## src/rtl/wb_serial_master.sv

```systemverilog
// Byte-stream driven Wishbone initiator: parses 'W'/'R' commands from a UART receiver,
// runs one classic Wishbone cycle, and returns ACK/NAK or read data bytes to a UART transmitter.
module wb_serial_master #(
  parameter int          TIMEOUT  = 1024,
  parameter logic [7:0]  ACK_BYTE = 8'h06,
  parameter logic [7:0]  NAK_BYTE = 8'h15
) (
  input  logic        wb_clk_i,
  input  logic        wb_rst_i,
  input  logic [7:0]  rx_data_i,
  input  logic        rx_valid_i,
  output logic [7:0]  tx_data_o,
  output logic        tx_valid_o,
  input  logic        tx_ready_i,
  output logic [31:0] wb_adr_o,
  output logic [31:0] wb_dat_o,
  input  logic [31:0] wb_dat_i,
  output logic        wb_we_o,
  output logic [3:0]  wb_sel_o,
  output logic        wb_stb_o,
  output logic        wb_cyc_o,
  input  logic        wb_ack_i,
  output logic        busy_o
);

  localparam int TW = $clog2(TIMEOUT) + 1;

  typedef enum logic [2:0] {
    IDLE = 3'd0,
    ADDR = 3'd1,
    DATA = 3'd2,
    BUS  = 3'd3,
    RESP = 3'd4
  } state_t;

  state_t        state_q, state_d;
  logic [1:0]    cnt_q, cnt_d;
  logic [TW-1:0] tmo_q, tmo_d;
  logic [31:0]   adr_q, adr_d;
  logic [31:0]   dat_q, dat_d;
  logic          we_q, we_d;
  logic          nak_q, nak_d;
  logic          last_resp;
  logic [7:0]    resp_byte;

  always_ff @(posedge wb_clk_i) begin
    if (wb_rst_i) begin
      state_q <= IDLE;
      cnt_q   <= '0;
      tmo_q   <= '0;
      adr_q   <= '0;
      dat_q   <= '0;
      we_q    <= 1'b0;
      nak_q   <= 1'b0;
    end else begin
      state_q <= state_d;
      cnt_q   <= cnt_d;
      tmo_q   <= tmo_d;
      adr_q   <= adr_d;
      dat_q   <= dat_d;
      we_q    <= we_d;
      nak_q   <= nak_d;
    end
  end

  // A NAK or a write answer is a single byte; a read answer is four bytes, LSB first.
  assign last_resp = nak_q || we_q || (cnt_q == 2'd3);

  always_comb begin
    if (nak_q)     resp_byte = NAK_BYTE;
    else if (we_q) resp_byte = ACK_BYTE;
    else           resp_byte = dat_q[{cnt_q, 3'b000} +: 8];
  end

  always_comb begin
    state_d = state_q;
    cnt_d   = cnt_q;
    tmo_d   = tmo_q;
    adr_d   = adr_q;
    dat_d   = dat_q;
    we_d    = we_q;
    nak_d   = nak_q;
    case (state_q)
      IDLE: begin
        if (rx_valid_i) begin
          cnt_d = 2'd0;
          if (rx_data_i == 8'h57 || rx_data_i == 8'h52) begin
            we_d    = (rx_data_i == 8'h57);
            nak_d   = 1'b0;
            state_d = ADDR;
          end else begin
            nak_d   = 1'b1;
            state_d = RESP;
          end
        end
      end
      ADDR: begin
        if (rx_valid_i) begin
          adr_d[{cnt_q, 3'b000} +: 8] = rx_data_i;
          cnt_d = cnt_q + 2'd1;
          if (cnt_q == 2'd3) begin
            tmo_d   = '0;
            state_d = we_q ? DATA : BUS;
          end
        end
      end
      DATA: begin
        if (rx_valid_i) begin
          dat_d[{cnt_q, 3'b000} +: 8] = rx_data_i;
          cnt_d = cnt_q + 2'd1;
          if (cnt_q == 2'd3) begin
            tmo_d   = '0;
            state_d = BUS;
          end
        end
      end
      BUS: begin
        // An ack arriving on the final timeout cycle still counts as a normal completion.
        if (wb_ack_i) begin
          if (!we_q) dat_d = wb_dat_i;
          cnt_d   = 2'd0;
          state_d = RESP;
        end else if (tmo_q == TW'(TIMEOUT - 1)) begin
          nak_d   = 1'b1;
          cnt_d   = 2'd0;
          state_d = RESP;
        end else begin
          tmo_d = tmo_q + TW'(1);
        end
      end
      RESP: begin
        if (tx_ready_i) begin
          if (last_resp) state_d = IDLE;
          else           cnt_d   = cnt_q + 2'd1;
        end
      end
      default: state_d = IDLE;
    endcase
  end

  assign wb_stb_o   = (state_q == BUS);
  assign wb_cyc_o   = wb_stb_o;
  assign wb_sel_o   = wb_stb_o ? 4'hF : 4'h0;
  assign wb_we_o    = wb_stb_o & we_q;
  assign wb_adr_o   = adr_q;
  assign wb_dat_o   = dat_q;
  assign tx_valid_o = (state_q == RESP);
  assign tx_data_o  = tx_valid_o ? resp_byte : 8'h00;
  assign busy_o     = (state_q != IDLE);

endmodule

```

## config.mk

```make
export PLATFORM = sky130hd
export DESIGN_NAME = wb_serial_master
export DESIGN_NICKNAME = d
export VERILOG_FILES = /design/src/rtl/wb_serial_master.sv
export SDC_FILE = /design/constraint.sdc
export NUM_CORES = 1
export LEC_CHECK = 0
export CAP_MARGIN = 10
export CELL_PAD_IN_SITES_DETAIL_PLACEMENT = 0
export CELL_PAD_IN_SITES_GLOBAL_PLACEMENT = 1
export CORE_MARGIN = 5
export CORE_UTILIZATION = 39
export DETAILED_ROUTE_END_ITERATION = 8
export GPL_ROUTABILITY_DRIVEN = 0
export GPL_TIMING_DRIVEN = 0
export MAX_ROUTING_LAYER = met4
export PLACE_DENSITY = 0.86
export SLEW_MARGIN = 5
export SYNTH_ARGS = -nofsm -noshare
export SYNTH_HDL_FRONTEND = slang
export SYNTH_SLANG_ARGS = --single-unit
```

## constraint.sdc

```tcl
create_clock -name wb_clk_i -period 3.4 [get_ports wb_clk_i]
set_input_delay 1.02 -clock wb_clk_i [delete_from_list [all_inputs] [get_ports wb_clk_i]]
set_output_delay 1.02 -clock wb_clk_i [all_outputs]
set_load 0.01 [all_outputs]
```

# Word level (Yosys, flattened, before mapping)
# Cells that the tools add are included.
totals:
  inputBits: 45
  mem_count: 0
  latch_bits: 0
  ramBits: 0
  output_inout_bits: 81
  mem_bits_ro: 0
  ff_bits: 82
  wordCells: 94
op_classes:
  n_bitwise: 1
  addsub: 3
  magnitude_cmp: 0
  n_reduce_logical: 17
  eq_ne: 24
  n_div: 0
  n_shift: 3
  n_mul: 0
  mux: 39
op_table:
  columns: ["cell", "count"]
  rows:
  - ["2-to-1 mux 32 bit", 3]
  - ["bitwise mux 32 bit", 2]
  - ["one-hot mux 32 bit (2 select lines)", 1]
  - ["2-to-1 mux 11 bit", 4]
  - ["variable shift 8 x 7 -> 32 bit, first input constant", 1]
  - ["indexed part select 32 x 6 -> 8 bit", 1]
  - ["indexed part select 8 x 7 -> 32 bit", 1]
  - ["2-to-1 mux 3 bit", 10]
  - ["2-to-1 mux 8 bit", 3]
  - ["one-hot mux 11 bit (2 select lines)", 1]
  - ["inequality test 2 bit, second input constant", 9]
  - ["equality test 8 x 7 -> 1 bit, second input constant", 2]
  - ["one-hot mux 3 bit (5 select lines)", 1]
  - ["2-to-1 mux 2 bit", 6]
  - ["inequality test 2 x 1 -> 1 bit, second input constant", 6]
  - ["adder 11 x 1 -> 11 bit, second input constant", 1]
  - ["equality test 11 x 10 -> 1 bit, second input constant", 1]
  - ["one-hot mux 2 bit (4 select lines)", 1]
  - ["AND reduction 4 bit", 2]
  - ["AND reduction 8 bit", 1]
  - ["negator 5 -> 7 bit", 1]
  - ["equality test 3 x 2 -> 1 bit, second input constant", 2]
  - ["AND reduction 6 bit", 1]
  - ["nonzero test 2 bit", 3]
  - ["17 further kinds", 23]

# Longest topological paths before layout
# Gate-level depths: netlist of run 1.
logic_depth:
  ltp_word: 5
  mapped_depth: 8
  mapped_depth_nobuf: 6

# Least setup slack after synthesis of run 1
# No wires, ideal clock.
synth_path:
  kind: "flip-flop to output port"
  start: "register cnt_q[0]"
  end: "output port tx_data_o[0]"
  path_stages_with_launch: 5
  n_path_buf: 1
  path_slack_ps: 936
  t_arrival_ps: 1444
  cell_sequence: "dfxtp_1 > buf_2 > mux4_2 > a21oi_1 > nor2_1"
synth_via:
  elab_chain_len: 4
synth_rtl:
  columns: ["element", "line_no", "text"]
  rows:
  - ["start: declaration", "37", "logic [1:0] cnt_q, cnt_d;"]
  - ["start signal: assignment", "57", "cnt_q <= cnt_d;"]
  - ["indexed part select 32 x 6 -> 8 bit", "72", "else resp_byte = dat_q[{cnt_q, 3'b000} +: 8];"]
  - ["2-to-1 mux 8 bit", "71", "else if (we_q) resp_byte = ACK_BYTE;"]
  - ["2-to-1 mux 8 bit", "70", "if (nak_q) resp_byte = NAK_BYTE;"]
  - ["2-to-1 mux 8 bit", "148", "assign tx_data_o = tx_valid_o ? resp_byte : 8'h00;"]
  - ["end: declaration", "12", "output logic [7:0] tx_data_o,"]
# No other way between the ends.

# Final worst setup path of run 1
layout_path:
  start: "register state_q[2]"
  end: "output port tx_data_o[3]"
layout_via:
  elab_chain_len: 2
layout_rtl:
  columns: ["element", "line_no", "text"]
  rows:
  - ["start: declaration", "36", "state_t state_q, state_d;"]
  - ["start signal: assignment", "56", "state_q <= state_d;"]
  - ["equality test 3 bit", "147", "assign tx_valid_o = (state_q == RESP);"]
  - ["2-to-1 mux 8 bit", "148", null]
# No other way between the ends.

==> summary.md, run 1 <==
| Metric | Value |
|---|---|
| Status | `complete, no violations` |
| GRT overflow | `0` |
| Critical path launch point type | `register` |
| Layout Skew | `around 0.0064 ns` |
| Crit path cell chain | `buf_4 -> or3b_2 -> inv_2 -> and3_1 -> clkdlybuf4s50_1` |
| Syn Area/Cell | `9.20 um2` |
| Met1 global-route usage | `approximately 32%` |
| First-iteration detailed-routing DRC count | `a little under 300` |
| DP HPWL | `around 12 mm` |
| Crit-path leading delay family | `buffers and inverters` |
| Fillers | `roughly 1000` |
| Post-synth ARST share | `0%` |
| Synth Warn # | `0` |
| Tmin final | `around 3.2 ns` |
| PD cells | `between 300 and 400 nW/um2` |
| Post-Syn Instances | `approximately 480` |
| Post-route cell area | `6160 um2` |
| Post-route DRC violation count | `0` |
| Crit path DAT | `2.23 ns` |
| HP Class | `reg2reg` |
| Met2 Use GR | `approximately a third` |
| TritonRoute pass-1 iters | `4` |
| First-pass GRT wire length | `about 24 mm` |
| Max Buffers Root-to-Sink | `2` |
| Final WL | `15.2 mm` |
| Setup violators final | `0` |
| Setup WS post-layout | `0.154 ns` |
| Vias in the first global route | `4376` |
| Setup bufs post-CTS | `0` |
| Hold Slack | `0.454 ns` |
| Final Cycle Share | `a little over nine tenths` |
| Vias per inst | `5.88` |
| Rows | `39` |
| Starting density of the core | `about two fifths` |
| Gr usage total | `between 20% and 30%` |
| Critical Path Max Stage Delay | `between 0.5 and 0.6 ns` |
| Setup CP Type | `reg2out` |
| CP max-delay cell | `or3b_2` |
| Register area share after synthesis | `between 30 and 40%` |
| Die height | `around 120 um` |
| DP Worst Slack | `roughly 0.16 ns` |
| CTS tree | `yes` |
| Root Driver | `clkbuf_16` |
| Max Cap Violations | `0` |
| Crit end category | `primary output` |
| Die X | `117 um` |
| RSZ-0062 raised after global routing | `no` |
| Gr busiest metal | `met2` |
| Via count | `around 4500` |
| Slew @ Worst Pin | `roughly 0.6 ns` |
| Cts bufs inserted | `9` |
| Slew headroom | `about 60%` |
| Initial antenna violation count | `0` |
| Syn nets | `roughly 540` |
| Share of layout cells above drive strength 1 | `a little over an eighth` |
| Slew Limit Fails | `0` |
| Number of synthesized flops with an enable pin | `0` |
| Die ar. | `~14000 um2` |
| Required time worst endpoint | `about 2.4 ns` |
| Setup TNS | `0 ns` |
| Crit-path max FO | `10` |
| Post-synthesis cell type count | `just over 60` |
| Port bufs | `approximately 120` |
| # clock sinks | `82` |
| Skew-Pair Late Insertion Delay | `0.34 ns` |
| Area Overhead vs Synth | `38.4%` |
| Register Area | `1640 um2` |
| Top FF cell, synth | `dfxtp_1` |
| Routed len/inst | `19.9 um` |
| Io pins | `~130` |
| Critical path buffer and inverter count | `3` |
| Placed Area | `5850 um2` |
| Antenna Nets Post-Route | `0` |
| Met3 GRT Util | `under 10%` |
| Area taken by multi-input logic gates | `between 2000 and 3000 um2` |
| Ant. Diodes | `0` |
| P_leak | `between 0.002 and 0.0025 uW` |
| Top achievable clock speed | `a little over 300 MHz` |
| Synth Cell Area | `approximately 4500 um2` |
| H-tree depth | `3` |
| Synth Register Bits | `slightly above 80` |
| Final Hold Viols | `0` |
| # nets final | `between 600 and 700` |
| Worst-path clk slew | `0.06 ns` |
| Worst VDD drop | `0.223 mV` |
| Final Util | `54.4%` |
| Core area | `around 11000 um2` |
| Largest net degree at the start of global routing | `17` |
==> logic make-up (layout without fill, tap and decap cells) <==
| group | after synthesis | count (layout) | share of synthesized area (%) |
|---|---|---|---|
| flip-flops | 82 | 82 | 36.9 |
| AO/OA/AOI/OAI | 146 | 146 | 25.8 |
| adder cells (fa/ha/maj) | 6 | 6 | 1.69 |
| multiplexers | 14 | 14 | 5.43 |
| XOR/XNOR | 2 | 2 | 0.394 |
| buffers and inverters | 57 | 193 | 6.80 |
| AND/OR/NAND/NOR | 177 | 177 | 23.1 |
==> layer usage <==
metal	part of all wire, %	up-vias
li1	-	2098
met1	46	2184
met2	46	176
met3	6.1	25
met4	1.7	0
met5	0	-
==> repair_timing <==
item	4_1_cts	5_1_grt
hold buffers	0	0
setup endpoints to repair	11	13
resized for setup	1	7
==> path summary, 6_finish.rpt <==
| check | slack [ns] | cells past startpoint | startpoint | to |
|---|---|---|---|---|
| setup / recovery | 0.15 | 5 | state_q[2] | tx_data_o[3] |
| hold / removal | 0.45 | 2 | wb_adr_o[4] | wb_adr_o[4] |
| setup reg to reg | 0.82 | 8 | cnt_q[1] | wb_dat_o[1] |
| hold reg to reg | 0.45 | 2 | wb_adr_o[4] | wb_adr_o[4] |
==> layout by cell type (no fill, tap or decap), types with 9 or more instances in the layout <==
cell type	instances
nor2_1	60
and2_1	11
nand3_1	10
a21oi_1	25
clkbuf_16	9
dfxtp_1	81
clkdlybuf4s50_1	122
a22oi_1	48
a211oi_1	32
inv_1	11
nand2_1	33
buf_2	10
clkbuf_1	18
nand4_1	18
==> stage by stage <==
step	power (uW)	instances
CTS	2320	764
detailed placement	1340	749
global placement	1340	749
finish	2320	763
floorplan	1200	484
global route	2390	763
==> final cells by class <==
class / instances / area share [%]
plain buffers: 42 / 4.12
well taps: 143 / 2.91
multi-input cells: 345 / 40.8
inverters: 13 / 0.853
clock inverters: 4 / 0.833
clock buffers: 12 / 4.00
flip-flops and latches: 82 / 26.7
repair buffers: 122 / 19.8
==> worst reg2reg max path, stage by stage, from the launching register on <==
cell and delay [ns]:
dfxtp_1 0.35, clkbuf_2 0.29, inv_1 0.13, ha_1 0.40
nor3b_2 0.49, and2_1 0.26, buf_2 0.22, a22oi_1 0.09
a211oi_1 0.25
==> flip-flops by register name (all words and copies together), names as in the netlist <==
register	cells
state_q	3
cnt_q	2
tmo_q	11
wb_adr_o	32
nak_q	1
we_q	1
wb_dat_o	32
==> cells in the mapped netlist (all sizes together) (2+ instances only) <==
library cell	n	share of area, %
ha	6	1.7
nand2	33	2.8
mux2i	5	1.1
nand2b	3	0.48
and4bb	3	0.84
o31ai	3	0.51
nor2	62	5.5
dfxtp	82	37
a31oi	2	0.28
inv	13	1.1
nor3b	2	0.45
clkbuf	19	1.6
nor4b	8	2.1
and2	11	1.5
a221oi	4	2.4
nor3	5	0.93
or3	2	0.28
o311ai	2	0.56
nor4	3	0.76
nand3b	3	1.1
a311o	2	0.45
buf	25	4.1
mux4	8	4.0
o211a	2	0.45
nand4bb	3	0.76
nand3	10	1.1
o2111ai	3	0.59
and3	6	0.84
o21ai	8	0.90
nand4	18	2.5
a21oi	25	2.8
a22oi	48	8.1
xor2	2	0.39
a211oi	37	6.8
o31a	3	0.59
==> report_power, final <==
part | switching [uW] | internal (uW) | total, uW | leakage [uW]
Combinational | 196 | 156 | 351 | 0.00126
Clock | 397 | 590 | 987 | 0.000143
Sequential | 10.1 | 968 | 978 | 0.000661
No activity file was read; power rests on OpenSTA's default activity.
==> run 2, diff against run 1 <==
--- a/config.mk
+++ b/config.mk
@@ -9,12 +9,12 @@
 export CELL_PAD_IN_SITES_DETAIL_PLACEMENT = 0
 export CELL_PAD_IN_SITES_GLOBAL_PLACEMENT = 1
 export CORE_MARGIN = 5
-export CORE_UTILIZATION = 39
+export CORE_UTILIZATION = 36
 export DETAILED_ROUTE_END_ITERATION = 8
 export GPL_ROUTABILITY_DRIVEN = 0
 export GPL_TIMING_DRIVEN = 0
 export MAX_ROUTING_LAYER = met4
-export PLACE_DENSITY = 0.86
+export PLACE_DENSITY = 0.8
 export SLEW_MARGIN = 5
 export SYNTH_ARGS = -nofsm -noshare
 export SYNTH_HDL_FRONTEND = slang
==> constraint.sdc (replaced) <==
create_clock -name wb_clk_i -period 3.5 [get_ports wb_clk_i]
set_input_delay 1.05 -clock wb_clk_i [delete_from_list [all_inputs] [get_ports wb_clk_i]]
set_output_delay 1.05 -clock wb_clk_i [all_outputs]
set_load 0.01 [all_outputs]
==> run 2 against run 1 <==
  * Clock skew down 0.0010 ns
  * Clock power decreased by 3.2%
  * First-iteration DRC count up 10%
  * Clock-buffer cell count shrank 2
  * Sequential power fell by 2.9%
  * Core utilization fell by 3.1 points
  * Critical path depth unchanged
  * Die area grew 7.6%
  * Critical endpoint is now tx_data_o[1]
==> summary.md, run 2 (same netlist as run 1, synthesis figures left out) <==
| Metric | Value |
|---|---|
| Critical path launch point type | `register` |
| First-iteration detailed-routing DRC count | `324 (+10%)` |
| Crit end category | `primary output` |
| Top achievable clock speed | `just under 300 MHz` |
| Hold Slack | `0.450 ns (-0.00360 ns)` |
| Routed len/inst | `19.3 um (-3.1%)` |
| Slew @ Worst Pin | `0.653 ns (+0.0542 ns)` |
| H-tree depth | `3 (unchanged)` |
| Max Buffers Root-to-Sink | `2 (unchanged)` |
| Final Hold Viols | `0 (unchanged)` |
| Post-route cell area | `6190 um2 (+0.47%)` |
| Gr usage total | `21.4% (-1.8 points)` |
| Starting density of the core | `36.9% (-2.4 points)` |
| Io pins | `126 (unchanged)` |
| Port bufs | `122 (unchanged)` |
| GRT overflow | `0 (unchanged)` |
| DP HPWL | `11.6 mm (+0.51%)` |
| # nets final | `667 (+0.15%)` |
| Setup TNS | `0 ns (unchanged)` |
| Status | `complete, no violations` |
| RSZ-0062 raised after global routing | `no` |
| Vias in the first global route | `4399 (+0.53%)` |
| Placed Area | `5880 um2 (+0.53%)` |
| First-pass GRT wire length | `24.1 mm (+1.0%)` |
| Setup CP Type | `reg2out` |
| Die ar. | `14700 um2 (+7.6%)` |
| Cts bufs inserted | `9 (unchanged)` |
| Worst VDD drop | `0.201 mV (-9.9%)` |
| Die height | `121 um (+3.7%)` |
| CTS tree | `yes` |
| Tmin final | `~3.4 ns` |
| Vias per inst | `5.62 (-4.3%)` |
| Crit-path max FO | `10 (unchanged)` |
| Commonest non-fill, non-tap cell in the layout | `clkdlybuf4s50_1` |
| Layout Skew | `0.00535 ns (-0.00104 ns)` |
| Max Cap Violations | `0 (unchanged)` |
| Setup bufs post-CTS | `0 (unchanged)` |
| Most frequent cells in the layout | `clkdlybuf4s50_1 (122), dfxtp_1 (82), nor2_1 (60)` |
| Die X | `121 um (+3.7%)` |
| Skew-Pair Late Insertion Delay | `0.34 ns (about the same)` |
| Antenna Nets Post-Route | `0 (unchanged)` |
| Required time worst endpoint | `2.45 ns (+0.07 ns)` |
| Final Cycle Share | `a little over nine tenths` |
| Core area | `12100 um2 (+6.5%)` |
| Post-route DRC violation count | `0 (unchanged)` |
| Crit path DAT | `2.35 ns (+0.12 ns)` |
| P_leak | `0.00206 uW (-0.26%)` |
| Design Power | `2250 uW (-3.0%)` |
| DP Worst Slack | `0.211 ns (+0.0468 ns)` |
| HP Class | `reg2reg` |
| PD cells | `363 nW/um2 (-3.4%)` |
| Slew Limit Fails | `0 (unchanged)` |
| TritonRoute pass-1 iters | `5 (+1)` |
| Largest net degree at the start of global routing | `17 (unchanged)` |
| Initial antenna violation count | `0 (unchanged)` |
| Worst-path clk slew | `0.06 ns (about the same)` |
| Slew headroom | `56.3% (-3.6 points)` |
| Root Driver | `clkbuf_16` |
| Final WL | `15.2 mm (about the same)` |
| Setup violators final | `0 (unchanged)` |
| Ant. Diodes | `0 (unchanged)` |
| Via count | `4425 (-1.3%)` |
| Setup WS post-layout | `0.103 ns (-0.0510 ns)` |
| Share of layout cells above drive strength 1 | `12.9% (-0.14 points)` |
| Area Overhead vs Synth | `39.0%` |
| Rows | `40 (+2.6%)` |
| # clock sinks | `82 (unchanged)` |
## run 2: final cells by class
class	count	area, um2
inverter	13	52.6
buffer	43	258
clock inverter	4	53.8
clock buffer	10	239
fill	1126	5870
timing repair buffer	122	1220
tap	168	210
multi-input combinational	345	2510
sequential	82	1640
## run 2: layer usage
layer / vias to the layer above / share of wire, % / GRT usage, %
met2: 145 / 46 / 32.5
met4: 0 / 1.9 / 7.91
met3: 22 / 5.0 / 3.03
met1: 2169 / 47 / 29.2
li1: 2089 / - / -
met5: - / 0 / -
## run 2: through the flow
step,instances,util [%]
CTS,787,51.2
detailed placement,774,48.8
global route,787,51.3
finish,787,51.3
floorplan,484,-
global placement,774,48.8
## run 2: path summary, 6_finish.rpt
kind | slack [ns] | cells past startpoint | from | end
setup / recovery | 0.10 | 5 | state_q[2] | tx_data_o[1]
hold / removal | 0.45 | 2 | wb_adr_o[5] | wb_adr_o[5]
setup reg to reg | 0.86 | 8 | cnt_q[0] | wb_dat_o[4]
hold reg to reg | 0.45 | 2 | wb_adr_o[5] | wb_adr_o[5]
## run 2: worst max-delay path: stages (launching register included)
cell	delay [ns]
dfxtp_1	0.36
buf_4	0.17
or3b_2	0.45
clkbuf_1	0.20
nor3_2	0.24
clkdlybuf4s50_1	0.58
## run 2: power by group
part | internal (uW) | switching (uW) | total [uW]
clock network | 565 | 390 | 955
registers | 940 | 10.1 | 950
logic | 152 | 191 | 343
total | 1660 | 591 | 2250
## run 2: timing repair
item / CTS / global route
gates resized for setup: 1 / 6
hold buffers: 0 / 0
cloned: 0 / 0
pin swaps: 0 / 0
endpoints found under the setup margin: 9 / 6
==> run 3, diff against run 2 <==
--- a/config.mk
+++ b/config.mk
@@ -10,6 +10,7 @@
 export CELL_PAD_IN_SITES_GLOBAL_PLACEMENT = 1
 export CORE_MARGIN = 5
 export CORE_UTILIZATION = 36
+export CTS_CLUSTER_DIAMETER = 40
 export DETAILED_ROUTE_END_ITERATION = 8
 export GPL_ROUTABILITY_DRIVEN = 0
 export GPL_TIMING_DRIVEN = 0
==> results of run 3 <==
No change in the layout: final DEF, timing and power equal those of run 2.
